`config.mk`:
```
export PLATFORM = sky130hd
export DESIGN_NAME = multi_timer_flat
export DESIGN_NICKNAME = d
export VERILOG_FILES = /design/src/rtl/multi_timer_if.sv /design/src/rtl/multi_timer.sv /design/src/flat_wrapper.sv
export SDC_FILE = /design/constraint.sdc
export NUM_CORES = 1
export LEC_CHECK = 0
export ABC_AREA = 1
export CAP_MARGIN = 25
export CORE_ASPECT_RATIO = 1.75
export CORE_MARGIN = 2
export CORE_UTILIZATION = 25
export CTS_CLUSTER_SIZE = 28
export DETAILED_ROUTE_END_ITERATION = 10
export SKIP_CTS_REPAIR_TIMING = 1
export SYNTH_ARGS = -nofsm -noshare
export SYNTH_HDL_FRONTEND = slang
export SYNTH_SLANG_ARGS = --single-unit
```
`constraint.sdc`:
```
create_clock -name CLK -period 3.3 [get_ports CLK]
set_input_delay 0.33 -clock CLK [delete_from_list [all_inputs] [get_ports CLK]]
set_output_delay 0.33 -clock CLK [all_outputs]
set_load 0.1 [all_outputs]
```
`src/rtl/multi_timer_if.sv`:
```
// I/O bus between a bus master and the multi_timer register bank.
// RBUS is the shared tri-state read bus; the slave supplies its data and drive enable.
interface multi_timer_if #(
  parameter int ABITS = 32,
  parameter int DBITS = 32
);
  logic [ABITS-1:0] ABUS;
  logic             RE;
  logic             WE;
  logic [DBITS-1:0] WBUS;
  logic [DBITS-1:0] rd_data;
  logic             rd_oe;
  logic             INTR;
  wire  [DBITS-1:0] RBUS;

  // Read bus is released whenever the slave is not selected for a read
  assign RBUS = rd_oe ? rd_data : {DBITS{1'bz}};

  modport slave  (input ABUS, RE, WE, WBUS, output rd_data, rd_oe, INTR);
  modport master (output ABUS, RE, WE, WBUS, input RBUS, INTR);
endinterface

```
`src/rtl/multi_timer.sv`:
```
// Bank of NCH independent prescaled down-counters with reload, one-shot/auto mode,
// Rdy/Ovr/IE status per channel, a shared STAT register and one ORed interrupt.
module multi_timer #(
  parameter int               ABITS = 32,
  parameter int               DBITS = 32,
  parameter logic [ABITS-1:0] RBASE = 32'hF000_0020,
  parameter int               NCH   = 4,
  parameter int               DIVN  = 25000,
  parameter int               DIVB  = 16
) (
  input  logic          CLK,
  input  logic          INIT,
  input  logic          LOCK,
  multi_timer_if.slave  bus
);

  localparam logic [DIVB-1:0] DIV_LAST = DIVB'(DIVN - 1);

  function automatic logic [ABITS-1:0] reg_addr(input int ch, input int off);
    reg_addr = RBASE + ABITS'(16 * ch + off);
  endfunction

  logic [NCH-1:0][DBITS-1:0] cnt_q, cnt_d;
  logic [NCH-1:0][DBITS-1:0] res_q, res_d;
  logic [NCH-1:0][DIVB-1:0]  div_q, div_d;
  logic [NCH-1:0]            rdy_q, rdy_d, ovr_q, ovr_d;
  logic [NCH-1:0]            auto_q, auto_d, en_q, en_d, ie_q, ie_d;
  logic                      intr_q, intr_d;

  logic [NCH-1:0]            wr_cnt_s, wr_res_s, wr_ctl_s;
  logic [NCH-1:0]            run_s, tick_s, expire_s;
  logic [DBITS-1:0]          rd_data_s;
  logic                      rd_oe_s;

  // Per-channel next state: count, expire/reload, then bus writes on top
  always_comb begin
    cnt_d    = cnt_q;
    res_d    = res_q;
    div_d    = div_q;
    rdy_d    = rdy_q;
    ovr_d    = ovr_q;
    auto_d   = auto_q;
    en_d     = en_q;
    ie_d     = ie_q;
    wr_cnt_s = '0;
    wr_res_s = '0;
    wr_ctl_s = '0;
    run_s    = '0;
    tick_s   = '0;
    expire_s = '0;
    for (int i = 0; i < NCH; i++) begin
      wr_cnt_s[i] = bus.WE && (bus.ABUS == reg_addr(i, 0));
      wr_res_s[i] = bus.WE && (bus.ABUS == reg_addr(i, 4));
      wr_ctl_s[i] = bus.WE && (bus.ABUS == reg_addr(i, 8));
      run_s[i]    = en_q[i] && (cnt_q[i] != '0) && !wr_cnt_s[i] && !wr_res_s[i];
      tick_s[i]   = run_s[i] && (div_q[i] == DIV_LAST);
      expire_s[i] = tick_s[i] && (cnt_q[i] == DBITS'(1));

      if (tick_s[i]) begin
        div_d[i] = '0;
        cnt_d[i] = cnt_q[i] - DBITS'(1);
      end else if (run_s[i]) begin
        div_d[i] = div_q[i] + DIVB'(1);
      end else begin
        div_d[i] = div_q[i];
      end

      // Status clears from a CTL write come first so a same-cycle expiry wins
      if (wr_ctl_s[i]) begin
        rdy_d[i]  = rdy_q[i] & bus.WBUS[0];
        ovr_d[i]  = ovr_q[i] & bus.WBUS[1];
        auto_d[i] = bus.WBUS[2];
        en_d[i]   = bus.WBUS[3];
        ie_d[i]   = bus.WBUS[4];
      end else begin
        rdy_d[i]  = rdy_q[i];
        ovr_d[i]  = ovr_q[i];
      end

      if (expire_s[i]) begin
        rdy_d[i] = 1'b1;
        ovr_d[i] = ovr_q[i] | rdy_q[i];
        if (auto_q[i] && (res_q[i] != '0)) begin
          cnt_d[i] = res_q[i];
        end else begin
          cnt_d[i] = '0;
        end
      end else begin
        rdy_d[i] = rdy_d[i];
      end

      if (wr_cnt_s[i]) begin
        cnt_d[i] = bus.WBUS;
        div_d[i] = '0;
      end else if (wr_res_s[i]) begin
        res_d[i] = bus.WBUS;
        if (cnt_q[i] == '0) begin
          cnt_d[i] = bus.WBUS;
          div_d[i] = '0;
        end else begin
          cnt_d[i] = cnt_q[i];
        end
      end else begin
        res_d[i] = res_q[i];
      end
    end
    intr_d = |(rdy_d & ie_d);
  end

  // Read mux: combinational so data is valid in the RE cycle
  always_comb begin
    rd_data_s = '0;
    rd_oe_s   = 1'b0;
    if (bus.RE) begin
      for (int i = 0; i < NCH; i++) begin
        if (bus.ABUS == reg_addr(i, 0)) begin
          rd_oe_s   = 1'b1;
          rd_data_s = cnt_q[i];
        end else if (bus.ABUS == reg_addr(i, 4)) begin
          rd_oe_s   = 1'b1;
          rd_data_s = res_q[i];
        end else if (bus.ABUS == reg_addr(i, 8)) begin
          rd_oe_s   = 1'b1;
          rd_data_s = DBITS'({ie_q[i], en_q[i], auto_q[i], ovr_q[i], rdy_q[i]});
        end else begin
          rd_oe_s   = rd_oe_s;
        end
      end
      if (bus.ABUS == reg_addr(NCH, 0)) begin
        rd_oe_s   = 1'b1;
        rd_data_s = DBITS'(rdy_q & ie_q);
      end else begin
        rd_oe_s   = rd_oe_s;
      end
    end else begin
      rd_oe_s = 1'b0;
    end
  end

  // State registers: everything holds while the PLL is unlocked
  always_ff @(posedge CLK) begin
    if (LOCK) begin
      if (INIT) begin
        cnt_q  <= '0;
        res_q  <= '0;
        div_q  <= '0;
        rdy_q  <= '0;
        ovr_q  <= '0;
        auto_q <= '0;
        en_q   <= '0;
        ie_q   <= '0;
        intr_q <= 1'b0;
      end else begin
        cnt_q  <= cnt_d;
        res_q  <= res_d;
        div_q  <= div_d;
        rdy_q  <= rdy_d;
        ovr_q  <= ovr_d;
        auto_q <= auto_d;
        en_q   <= en_d;
        ie_q   <= ie_d;
        intr_q <= intr_d;
      end
    end
  end

  assign bus.rd_data = rd_data_s;
  assign bus.rd_oe   = rd_oe_s;
  assign bus.INTR    = intr_q;

endmodule
```
`src/flat_wrapper.sv`:
```
// flat-port wrapper written by rule: the top's interface ports become plain ports
module multi_timer_flat 
#(
  parameter int               ABITS = 32,
  parameter int               DBITS = 32,
  parameter logic [ABITS-1:0] RBASE = 32'hF000_0020,
  parameter int               NCH   = 4,
  parameter int               DIVN  = 25000,
  parameter int               DIVB  = 16
)
  (CLK, INIT, LOCK, bus_ABUS, bus_RE, bus_WE, bus_WBUS, bus_rd_data, bus_rd_oe, bus_INTR);
  multi_timer_if #(.ABITS(ABITS), .DBITS(DBITS)) bus_i ();
  input  logic CLK;
  input  logic INIT;
  input  logic LOCK;
  input wire logic [$bits(bus_i.ABUS)-1:0] bus_ABUS;
  input wire logic [$bits(bus_i.RE)-1:0] bus_RE;
  input wire logic [$bits(bus_i.WE)-1:0] bus_WE;
  input wire logic [$bits(bus_i.WBUS)-1:0] bus_WBUS;
  output wire logic [$bits(bus_i.rd_data)-1:0] bus_rd_data;
  output wire logic [$bits(bus_i.rd_oe)-1:0] bus_rd_oe;
  output wire logic [$bits(bus_i.INTR)-1:0] bus_INTR;
  assign bus_i.ABUS = bus_ABUS;
  assign bus_i.RE = bus_RE;
  assign bus_i.WE = bus_WE;
  assign bus_i.WBUS = bus_WBUS;
  assign bus_rd_data = bus_i.rd_data;
  assign bus_rd_oe = bus_i.rd_oe;
  assign bus_INTR = bus_i.INTR;
  multi_timer #(.ABITS(ABITS), .DBITS(DBITS), .RBASE(RBASE), .NCH(NCH), .DIVN(DIVN), .DIVB(DIVB)) u_core (.CLK(CLK), .INIT(INIT), .LOCK(LOCK), .bus(bus_i));
endmodule
```
# Word level (Yosys, flattened, before mapping)
# Index checks and enable logic that the tools add are counted.
dict set report totals {
  register_bits 341
}
dict set report classes {
  addsub 8
  eq_ne 29
  mux 104
  n_bitwise 14
  reduce_logical 93
}
# cell count
set ops {}
lappend ops {{2-to-1 mux 32 bit} 45}
lappend ops {{equality test 32 bit (second input constant)} 13}
lappend ops {{2-to-1 mux 16 bit} 16}
lappend ops {{nonzero test 32 bit} 8}
lappend ops {{equality test 32 x 1 -> 1 bit (second input constant)} 4}
lappend ops {{zero test 32 bit} 4}
lappend ops {{subtractor 32 x 1 -> 32 bit (second input constant)} 4}
lappend ops {{adder 16 x 1 -> 16 bit (second input constant)} 4}
lappend ops {{equality test 16 x 15 -> 1 bit (second input constant)} 4}
lappend ops {{2-to-1 mux 1 bit} 42}
lappend ops {{logical AND 1 bit} 36}
lappend ops {{AND reduction 3 bit} 8}
lappend ops {{nonzero test 5 bit} 4}
lappend ops {{inequality test 4 x 3 -> 1 bit (second input constant)} 4}
lappend ops {{AND reduction 2 bit} 8}
lappend ops {{nonzero test 2 bit} 8}
lappend ops {{nonzero test 3 bit} 4}
lappend ops {{AND 1 bit} 8}
lappend ops {{AND 4 bit} 2}
lappend ops {{zero test 1 bit} 8}
lappend ops {{inequality test 2 bit (second input constant)} 4}
lappend ops {{OR reduction 2 bit} 4}
lappend ops {{2-to-1 mux 5 bit} 1}
lappend ops {{OR 1 bit} 4}
lappend ops {{OR reduction 4 bit} 1}

# Depth between registers and ports, before layout
dict set report logic_depth {
  word_depth 15
  depth_mapped 21
}

# Worst setup path before layout
# Ideal clock, no wire load.
dict set report synth_timing {
  path_kind {input to register}
  start {input port bus_ABUS[15]}
  end {register u_core.cnt_q[64] in the netlist's numbering (enable)}
  arrival_ns 3.140
  t_required_ns 2.879
  slack_ns -0.261
  path_stages 13
  n_path_buf 0
  path_cell_list {nor2_1 > nand2_1 > nor2_1 > nand2_1 > nor2_2 > nand2_1 > a21oi_2 > nor2_1 > inv_2 > nor2_1 > a21oi_4 > inv_1 > nor2_1}
}
dict set report synth_between {
  elab_chain_cells 9
}
# item line_no
set synth_rtl {}
lappend synth_rtl {{start: declaration} flat_wrapper.sv:16} ;# input wire logic [$bits(bus_i.ABUS)-1:0] bus_ABUS;
lappend synth_rtl {{equality test 32 bit} multi_timer.sv:52} ;# wr_cnt_s[i] = bus.WE && (bus.ABUS == reg_addr(i, 0));
lappend synth_rtl {{logical AND 1 bit} multi_timer.sv:52}
lappend synth_rtl {{zero test 1 bit} multi_timer.sv:55} ;# run_s[i] = en_q[i] && (cnt_q[i] != '0) && !wr_cnt_s[i] && !wr_res_s[i];
lappend synth_rtl {{logical AND 1 bit (2 in series)} multi_timer.sv:55}
lappend synth_rtl {{logical AND 1 bit} multi_timer.sv:56} ;# tick_s[i] = run_s[i] && (div_q[i] == DIV_LAST);
lappend synth_rtl {{logical AND 1 bit} multi_timer.sv:57} ;# expire_s[i] = tick_s[i] && (cnt_q[i] == DBITS'(1));
lappend synth_rtl {{nonzero test 5 bit (no source line)} n/a}
lappend synth_rtl {{AND reduction 3 bit (no source line) *} n/a}
lappend synth_rtl {{end signal: assignment} multi_timer.sv:154} ;# cnt_q <= cnt_d;
lappend synth_rtl {{end: declaration} multi_timer.sv:23} ;# logic [NCH-1:0][DBITS-1:0] cnt_q, cnt_d;
# Every way passes the cells marked *; elsewhere a longest branch is shown, timed or not.
# A chain may end at the register's enable or synchronous reset.

# Worst setup path after layout
dict set report layout_timing {
  start {input port bus_ABUS[7]}
  end {output port bus_rd_data[21]}
}
dict set report layout_between {
  elab_chain_cells 14
}
# item line_no
set layout_rtl {}
lappend layout_rtl {{equality test 32 bit} multi_timer.sv:119} ;# end else if (bus.ABUS == reg_addr(i, 4)) begin
lappend layout_rtl {{2-to-1 mux 32 bit} multi_timer.sv:119}
lappend layout_rtl {{2-to-1 mux 32 bit} multi_timer.sv:116} ;# if (bus.ABUS == reg_addr(i, 0)) begin
lappend layout_rtl {{2-to-1 mux 32 bit} multi_timer.sv:122} ;# end else if (bus.ABUS == reg_addr(i, 8)) begin
lappend layout_rtl {{2-to-1 mux 32 bit} multi_timer.sv:119}
lappend layout_rtl {{2-to-1 mux 32 bit} multi_timer.sv:116}
lappend layout_rtl {{2-to-1 mux 32 bit} multi_timer.sv:122}
lappend layout_rtl {{2-to-1 mux 32 bit} multi_timer.sv:119}
lappend layout_rtl {{2-to-1 mux 32 bit} multi_timer.sv:116}
lappend layout_rtl {{2-to-1 mux 32 bit} multi_timer.sv:122}
lappend layout_rtl {{2-to-1 mux 32 bit} multi_timer.sv:119}
lappend layout_rtl {{2-to-1 mux 32 bit} multi_timer.sv:116}
lappend layout_rtl {{2-to-1 mux 32 bit *} multi_timer.sv:129} ;# if (bus.ABUS == reg_addr(NCH, 0)) begin
lappend layout_rtl {{2-to-1 mux 32 bit *} multi_timer.sv:114} ;# if (bus.RE) begin
lappend layout_rtl {{end: declaration} flat_wrapper.sv:20} ;# output wire logic [$bits(bus_i.rd_data)-1:0] bus_rd_data;
# Marks and branches as above.

==> results list <==
- Of all nets on the critical path, the largest fanout is 7.
- The min-delay analysis places its worst path in the category in2reg.
- Kind of end point of the critical path: output pin
- The post-route netlist has 15.0% of its cells at a drive strength greater than 1.
- Initial detailed-routing violation count: just under 2000
- Number of vias after detailed routing: around 23000
- Of the total power, the share spent switching nets is about 28%.
* Number of hold-slack violations in the final timing report: 0
* Clock tree from TritonCTS: done
- Port buffering added ~100 buffers.
- Startpoint of the worst register-to-register path: u_core.cnt_q[88]
* Cell count of the worst hold path: 2
- Number of sinks handled by clock tree synthesis: between 300 and 400
* Worst slew margin relative to its limit: ~33%
- Leaving out fill and tap cells, the most frequent cell in the layout is sky130_fd_sc_hd__nand2_1.
* Fillers: between 9000 and 10000
- The first global-routing pass estimated about 140000 um of wire.
- Post-route worst hold slack: between 300 and 400 ps
- Clock share of power: 40.6%
* Latest clock arrival within the worst-skew pair: approximately 570 ps
- The critical path is of the in2out type.
* Average via count per standard cell: around 5
- Final Skew: between 30 and 40 ps
- Power spread over the standard cell area amounts to approximately 370 nW/um2.
- For this configuration, the core starts out at a cell density of between 20% and 30%.
- IR analysis of the VDD net gives a maximum drop of about 280 uV.
- Die X: 236 um
* Required time of the worst setup path: roughly 3000 ps
- Internal portion of total power: around 8 mW
* Arrival time of data at the critical path endpoint: roughly 3000 ps
* DPL Wire Length: roughly 74000 um
* Number of antenna violations at the first check in global routing: 1
- Area Growth Syn to Fin: 26.8%
- Of the available clock period, the critical path in the final layout requires 99.4%.
* Sequential cell fraction of total power: approximately half
- The number of antenna diodes in the final layout is 0.
* Total of endpoints with negative setup slack in the final report: 0
- Once layout is complete, the cells apart from fillers number roughly 4500.
- Boundary Pins: 103
* Tmin final: 3280 ps
- CTS H-tree depth: 2
- Leaving out fill and tap cells, the most frequent cells in the layout are 508 x sky130_fd_sc_hd__nand2_1, 415 x sky130_fd_sc_hd__inv_1, 341 x sky130_fd_sc_hd__edfxtp_1.
- For hold timing, the worst endpoint is u_core.div_q[16].
* Summed instance area of the synthesized netlist: around 23000 um2
- Summed over all failing endpoints, the final setup total negative slack is 0 ps.
- For this block, the routed nets add up to just under 100000 um of wire.
- Number of standard-cell rows in the floorplan: ~150
* Capture instance of the worst register-to-register path: u_core.cnt_q[87]
- No sink is reached through more buffers than the 3 on the longest clock path.
- The die covers 96400 um2.
- The startpoint identified for the worst hold timing path is LOCK.
- The first detailed-routing pass ran for 7 iterations.
- Via count of the first global-routing pass: 22612
- Standard cell core area: just over 90000 um2
- Number of remaining DRC errors: 0
* Count of distinct cell types in the synthesized netlist: 52
- In this run the static leakage power is 11.9 nW.
* Mean routed wirelength per cell: 21.3 um
* Clock Root Buffer: sky130_fd_sc_hd__clkbuf_16
* Final antenna-violating net count: 0
* Clock slew seen by the registers of the worst setup and hold paths: 60 ps
- Upper clock frequency limit: just over 300 MHz
- Switching power: about 3 mW
- Pwr Total: roughly 11 mW
- Pin count of the biggest net entering global routing: 61
- Cells fill 32.0% of the core in the end.
- Post-synthesis sequential area ratio: a little over two fifths
- Slew at the pin closest to its max-slew limit: 1000 ps
* Length in cells of the worst reg-to-reg path: 13
- Global routing used between 10% and 20% of the available tracks.
* Net count after synthesis: roughly 3100
- Counting tap cells, the placed design contains a total of around 4400 instances.
* Flop2flop setup slack: between 150 and 200 ps
* Count of mapped cells out of synthesis: ~3000
* Final global-route overflow total: 0
- Clock tree synthesis inserted a total of 36 buffers.
- Critical Path Source Type: input port
- For this run, the post-layout net count is about 3400.
- Placer congestion estimate: between 0.9 and 1
- During synthesis, Yosys emitted a total of 0 warnings.
- Measured along the y axis, the die boundary spans just over 400 um.
* RSZ-0062 raised after global routing: true
* Number of synthesized register bits: between 300 and 400
* Fraction of power consumed by combinational cells: 11.1%
- Run status: completed
* Max Cap Violations: 0
- In this run the mean area of a mapped cell was 7.67 um2.
- The total count of max-transition violations in the final report is 0.
-- sequential cells by signal, indices dropped and copies added (netlist names) --
register	count
u_core.auto_q	4
u_core.rdy_q	4
u_core.ie_q	4
u_core.res_q	128
u_core.cnt_q	128
u_core.div_q	64
u_core.bus.INTR	1
u_core.en_q	4
u_core.ovr_q	4
-- synth_stat cells (all sizes together) --
cell type  instances  area share [%]
inv              439             7.0
nor3              83             2.1
a21o               1           0.032
nand3            256             5.7
a221oi             6            0.22
a2111oi            1           0.037
clkbuf            76             1.2
o2111ai            1           0.037
and3               1           0.027
nand3b             3           0.096
a31oi              8            0.21
o21a               1           0.032
buf               41             1.1
nand2            541             8.8
nor4              53             1.5
xnor2             28             1.0
o21ai            343             7.4
edfxtp           341              44
o22ai             17            0.45
nor2             356             5.9
o31ai              2           0.064
a21oi            169             3.7
nor3b              8            0.28
ha                16            0.85
a211oi            11            0.35
nand4             79             2.1
or2               14            0.37
o211ai            87             2.8
xor2              70             2.6
clkinv             5           0.080
-- logic make-up (layout without fill, tap and decap cells) --
| logic type | after synthesis | count (layout) | synth area share, % |
|---|---|---|---|
| simple gates | 1394 | 1394 | 27.0 |
| compound gates | 647 | 647 | 15.4 |
| buf+inv | 561 | 832 | 9.46 |
| flops | 341 | 341 | 43.7 |
| xor+xnor | 98 | 98 | 3.66 |
| fa+ha+maj | 16 | 16 | 0.854 |
-- per-stage QoR --
step	area, um2	worst slack [ps]
finish	29700	21.3
global route	29700	-83.1
CTS	28900	-152
detailed placement	27700	-149
global placement	27700	-149
floorplan	23500	-1.30
-- area by class of cell --
| class | instances | area (um2) | share of cell area (%) |
|---|---|---|---|
| Clock inverter | 25 | 283 | 0.951 |
| Multi-Input combinational cell | 2155 | 11400 | 38.4 |
| Tap cell | 1200 | 1500 | 5.05 |
| Clock buffer | 41 | 941 | 3.16 |
| Sequential cell | 341 | 10200 | 34.4 |
| Timing Repair inverter | 1 | 6.26 | 0.0210 |
| Inverter | 444 | 1690 | 5.70 |
| Timing Repair Buffer | 321 | 3640 | 12.2 |
-- worst max-delay path by stage --
stage | from | end | slack [ps]
after floorplan | INIT | u_core.res_q[0] | -1
after detailed placement | bus_ABUS[9] | bus_rd_data[21] | -150
after global routing | bus_ABUS[12] | bus_rd_data[29] | -80
after CTS | bus_ABUS[28] | bus_rd_data[21] | -150
after global placement | bus_ABUS[9] | bus_rd_data[21] | -150
final | bus_ABUS[7] | bus_rd_data[21] | 20
-- power by group through the flow --
stage	Combinational, mW	Sequential, mW	Clock (mW)
after detailed placement	1.20	5.37	0
after floorplan	0.677	5.30	0
after CTS	1.20	5.28	4.51
after global placement	1.19	5.36	0
final	1.22	5.29	4.45
after global routing	1.34	5.31	4.64
-- worst max-delay path, stage by stage --
cell and delay (ps):
sky130_fd_sc_hd__clkdlybuf4s50_1 410, sky130_fd_sc_hd__or2_1 320, sky130_fd_sc_hd__nor3_4 200, sky130_fd_sc_hd__nand3_4 280, sky130_fd_sc_hd__buf_12 260, sky130_fd_sc_hd__o21ai_2 110
sky130_fd_sc_hd__o211ai_1 90, sky130_fd_sc_hd__nand3_1 80, sky130_fd_sc_hd__nand2_1 60, sky130_fd_sc_hd__o211ai_1 90, sky130_fd_sc_hd__a21oi_1 110, sky130_fd_sc_hd__nor2_2 250
sky130_fd_sc_hd__buf_4 170, sky130_fd_sc_hd__buf_12 160
-- layer usage --
layer  part of all wire [%]  track usage [%]
met1                     34             19.4
met2                     51             34.7
met3                    5.0             1.67
met5                  0.013                0
met4                    9.6             13.6
(Power assumes the default switching activity.)
